## src/rtl/macro_op_arbiter.sv

```systemverilog
// macro_op_arbiter: round-robin arbiter that serialises macro operations
// (ZERO / LOAD / INCR / CMP) from NREQ requesters onto one shared register.
// A transaction walks IDLE -> GRANT -> EXEC -> RESP, so an ack always comes
// three cycles after the request is seen, and acks are at least four cycles apart.
// Optional feature: define MACRO_ARB_SATURATE_EN so that INCR saturates at
// all-ones instead of wrapping around to zero.
module macro_op_arbiter #(
  parameter int NREQ  = 4,
  parameter int WIDTH = 8
) (
  input  logic                  clk,
  input  logic                  rst,
  input  logic [NREQ-1:0]       req,
  input  logic [2*NREQ-1:0]     op,
  input  logic [WIDTH*NREQ-1:0] din,
  output logic [NREQ-1:0]       gnt,
  output logic [NREQ-1:0]       ack,
  output logic                  busy,
  output logic [WIDTH-1:0]      dout,
  output logic                  cmp_eq
);

  localparam int IDXW = (NREQ > 1) ? $clog2(NREQ) : 1;

  localparam logic [1:0] OP_ZERO = 2'd0;
  localparam logic [1:0] OP_LOAD = 2'd1;
  localparam logic [1:0] OP_INCR = 2'd2;
  localparam logic [1:0] OP_CMP  = 2'd3;

  typedef enum logic [1:0] {
    IDLE  = 2'd0,
    GRANT = 2'd1,
    EXEC  = 2'd2,
    RESP  = 2'd3
  } state_t;

  state_t           state_q;
  logic [IDXW-1:0]  ptr_q;
  logic [IDXW-1:0]  win_q;
  logic [1:0]       op_q;
  logic [WIDTH-1:0] opnd_q;
  logic [WIDTH-1:0] reg_q;
  logic             cmp_q;
  logic [NREQ-1:0]  gnt_q;
  logic [NREQ-1:0]  ack_q;

  logic [IDXW-1:0]  win_d;
  logic             found_d;
  logic [IDXW-1:0]  cand;
  logic [WIDTH-1:0] reg_d;
  logic             cmp_d;

  // Round-robin search starting at ptr_q and wrapping; the first active request wins.
  always_comb begin
    win_d   = '0;
    found_d = 1'b0;
    cand    = '0;
    for (int k = 0; k < NREQ; k++) begin
      cand = IDXW'((int'(ptr_q) + k) % NREQ);
      if (!found_d && req[cand]) begin
        found_d = 1'b1;
        win_d   = cand;
      end
    end
  end

  // Result of the latched operation; only committed to the register while in EXEC.
  always_comb begin
    reg_d = reg_q;
    cmp_d = cmp_q;
    case (op_q)
      OP_ZERO: reg_d = '0;
      OP_LOAD: reg_d = opnd_q;
      OP_INCR: begin
`ifdef MACRO_ARB_SATURATE_EN
        reg_d = (reg_q == {WIDTH{1'b1}}) ? reg_q : reg_q + WIDTH'(1);
`else
        reg_d = reg_q + WIDTH'(1);
`endif
      end
      OP_CMP:  cmp_d = (reg_q == opnd_q);
      default: reg_d = reg_q;
    endcase
  end

  // Transaction FSM; grant, ack, register and compare flag are all registered here.
  always_ff @(posedge clk or negedge rst) begin
    if (!rst) begin
      state_q <= IDLE;
      ptr_q   <= '0;
      win_q   <= '0;
      op_q    <= OP_ZERO;
      opnd_q  <= '0;
      reg_q   <= '0;
      cmp_q   <= 1'b0;
      gnt_q   <= '0;
      ack_q   <= '0;
    end else begin
      case (state_q)
        IDLE: begin
          ack_q <= '0;
          gnt_q <= '0;
          if (found_d) begin
            state_q <= GRANT;
            win_q   <= win_d;
            op_q    <= op[2*win_d +: 2];
            opnd_q  <= din[WIDTH*win_d +: WIDTH];
            gnt_q   <= NREQ'(1) << win_d;
          end
        end
        GRANT: begin
          state_q <= EXEC;
        end
        EXEC: begin
          reg_q   <= reg_d;
          cmp_q   <= cmp_d;
          ack_q   <= NREQ'(1) << win_q;
          state_q <= RESP;
        end
        RESP: begin
          ack_q   <= '0;
          gnt_q   <= '0;
          ptr_q   <= (win_q == IDXW'(NREQ - 1)) ? '0 : win_q + IDXW'(1);
          state_q <= IDLE;
        end
        default: begin
          state_q <= IDLE;
          gnt_q   <= '0;
          ack_q   <= '0;
        end
      endcase
    end
  end

  assign gnt    = gnt_q;
  assign ack    = ack_q;
  assign busy   = (state_q != IDLE);
  assign dout   = reg_q;
  assign cmp_eq = cmp_q;

endmodule

```

## config.mk

```make
export PLATFORM = sky130hd
export DESIGN_NAME = macro_op_arbiter
export DESIGN_NICKNAME = d
export VERILOG_FILES = /design/src/rtl/macro_op_arbiter.sv
export SDC_FILE = /design/constraint.sdc
export NUM_CORES = 1
export LEC_CHECK = 0
export CAP_MARGIN = 10
export CORE_ASPECT_RATIO = 0.6
export CORE_UTILIZATION = 48
export DETAILED_ROUTE_END_ITERATION = 8
export PLACE_DENSITY = 0.81
export SLEW_MARGIN = 5
export SYNTH_ARGS = -nofsm -noshare
export SYNTH_HDL_FRONTEND = slang
export SYNTH_SLANG_ARGS = --single-unit
```

## constraint.sdc

```tcl
create_clock -name clk -period 1.85 [get_ports clk]
set_input_delay 0.37 -clock clk [delete_from_list [all_inputs] [get_ports clk]]
set_output_delay 0.37 -clock clk [all_outputs]
set_load 0.01 [all_outputs]
```

==> impl_metrics.tcl <==
set metrics [dict create \
    finalMaxSlewViolations 0 \
    syn_inst 239 \
    core_um2 4260 \
    synth_top_area_frac 0.373 \
    cts_made_buffers 5 \
    cts_max_path_buffers 2 \
    antenna_found_initial 0 \
    yosysSeqAreaShare 0.373 \
    max_stage_delay_ns 0.63 \
    firstDrtPassIters 5 \
    grt_pass1_vias 1979 \
    drtIter0Drc 140 \
    crit_slowest_cell "clkdlybuf4s50_1" \
    drc 0 \
    worstRegToRegCells 7 \
    synth_edf_count 0 \
    crit_fanout 7 \
    die_height_um 54.6 \
    crit_path_start "req[0]" \
    worst_pin_slew_ns 0.461 \
    fin_hold_ws_ns 0.475 \
    swShare 0.431 \
    num_vias 2185 \
    die_area_um2 4890 \
    post_drt_wl_per_cell_um 16.3 \
    power_frac_seq 0.320 \
    synth_cell_types 51 \
    slew_headroom 0.692 \
    setup_viol 0 \
    regToRegStartpoint "state_q[0]" \
    start_util 0.520 \
    period_needed_ns 1.79 \
    pin_count 64 \
    fin_crit_sh 0.969 \
    cts_tree "built" \
    vdd_ir_drop_max_mv 0.679 \
    p_total_mw 4.48 \
    pre_cts_ws_ns -0.235 \
    regToRegSetupSlack_ns 0.13 \
    busiest_layer "met1" \
    gr-usage-all-layers 0.275 \
    overflow 0 \
    power.internal_mw 2.55 \
    syn-mean-instance-area_um2 9.26 \
    grt_pass1_wl_mm 9.74 \
    synth_top_flop_cell "dfrtp_1" \
    synth_commonest_cells "33 x dfrtp_1, 24 x nand2_1, 21 x o21ai_0" \
    use_met2 0.396 \
    row_count 18 \
    synth_area_leaders "dfrtp_1 37%, ha_1 7.9%, a32oi_1 5.5%" \
    synth_seq_cells 33 \
    cts_htree_levels 2 \
    synthArstFlopShare 1.00 \
    worst_slack_ns 0.0575 \
    finClkSkew_ns 0.00754 \
    power_frac_comb 0.563 \
    clk_latency_ns 0.29 \
    n_antenna_cell 0 \
    totalWireLength_mm 6.03 \
    dpl.cell_count 361 \
    antenna_left 0 \
    critPathRequiredTime_ns 2.01 \
    cts_root_buffer "clkbuf_8" \
    vias_per_cell 5.89 \
    hold_buffers 0 \
    cpMostUsedCell "buf_4" \
    syn-num-nets 299 \
    status "finished clean" \
    netlist_area_um2 2210 \
    worstSetupPathType "in -> reg" \
    fmax_ghz 0.558 \
    finalHoldViolations 0 \
    cts_sinks 33 \
    use_met1 0.397 \
    ys_warn_count 0 \
    p_leak_nw 1.23 \
    synth.most_common_cell "dfrtp_1" \
    r2r-end "op_q[0]" \
    power.density_nw_per_um2 1470 \
    gp_congestion 0.877 \
    synth_area_leader_cell "dfrtp_1" \
    area_growth_pct 38.1 \
    path_clk_slew_ns 0.07 \
    p_switching_mw 1.93 \
    fin_cells 371 \
    rsz0062_at_grt "false" \
    final_layout_size_suffix_gt1_frac 0.125 \
    start_kind "primary input" \
    power_frac_clock 0.117 \
    drv_cap 0 \
    hp-class "in -> async" \
    io_buffers 63 \
    final_core_util 0.718 \
    path_cells "clkdlybuf4s50_1 -> nor4_4 -> buf_4 -> or2b_1 -> buf_4 -> a31oi_1 -> a32oi_1" \
    layout.nets 370 \
    gr-usage-met3 0.0830 \
    worstPathArrival_ns 1.95 \
    fp.dieW_um 89.6 \
    dp_hpwl_mm 4.59 \
    endpoint_kind "flip-flop" \
    grt_max_degree 34 \
]
==> cells by family (layout without fill, tap and decap cells) <==
family                     Yosys count  after routing  synth area share
buffers and inverters               28            100            0.0730
and+or+nand+nor                     62             62             0.143
adders and majority gates           14             14            0.0792
DFF                                 33             33             0.373
AOI/OAI and AO/OA                   89             89             0.276
muxes                                4              4            0.0198
xor gates and xnor gates             9              9            0.0356
==> placed cells by master, fill, tap and decap left out, types with 2 or more instances in the layout <==
master,synthesis,routed
dfrtp_1,33,33
nor2b_1,3,3
clkinv_2,0,2
nand3_1,3,3
nand2b_1,5,5
o21a_1,2,2
buf_4,3,19
ha_1,14,14
xnor2_1,9,9
o21ai_0,21,21
o21ai_1,10,10
a32oi_1,14,14
a22oi_1,4,4
clkbuf_8,1,5
a31oi_1,18,18
nor3_1,3,2
mux2_2,2,2
nand2_1,24,24
clkdlybuf4s50_1,0,62
a21oi_1,5,5
nor2_1,13,12
inv_1,9,9
nand4_1,3,3
==> repair_timing <==
action,CTS,global route
endpoints found under the setup margin,1,9
resized for setup,1,4
gates cloned,0,0
pin swaps,0,1
buffers inserted,1,1
==> worst max-delay path by stage <==
| stage | to | slack, ns | cells past startpoint |
|---|---|---|---|
| floorplan | gnt[2] | 0.37 | 5 |
| global placement | op_q[0] | -0.22 | 5 |
| detailed placement | op_q[0] | -0.24 | 5 |
| CTS | win_q[0] | 0.04 | 6 |
| global route | gnt[0] | 0.003 | 7 |
| finish | op_q[0] | 0.06 | 7 |
==> worst max-delay path: cells and delay by family <==
family	cells	cell delay, ns
AO/OA/AOI/OAI	2	0.31
buffers and inverters	3	0.94
AND/OR/NAND/NOR	2	0.32
==> layout make-up <==
type	instances	area (um^2)
fillers	323	1200
well taps	60	75.1
multi-input cells	178	1250
flip-flops and latches	33	826
clock buffers	6	72.6
clock inverters	2	10.0
inverters	9	33.8
repair buffers	83	792
==> flip-flops by register name, summed over array words and instances, names as in the netlist <==
| signal | flops |
|---|---|
| ack | 4 |
| dout | 8 |
| win_q | 2 |
| ptr_q | 2 |
| state_q | 2 |
| opnd_q | 8 |
| cmp_eq | 1 |
| gnt | 4 |
| op_q | 2 |
==> power groups by stage <==
stage	clock network, mW	logic, mW	registers [mW]
finish	0.526	2.52	1.43
global route	0.564	2.81	1.47
CTS	0.534	2.42	1.42
detailed placement	0	2.40	1.43
global placement	0	2.34	1.41
floorplan	0	1.62	1.31
==> metal layers <==
metal / vias up / routed length, um
li1: 1029 / -
met1: 993 / 2670
met2: 154 / 2560
met3: 9 / 733
met4: 0 / 60
met5: - / 0
==> through the flow <==
| step | setup TNS, ns | area (um^2) |
|---|---|---|
| final | 0 | 3060 |
| after global routing | 0 | 3060 |
| after CTS | 0 | 3010 |
| after detailed placement | -2.52 | 2930 |
| after global placement | -1.95 | 2930 |
| after floorplan | 0 | 2210 |
No activity file was read; power rests on OpenSTA's default activity.
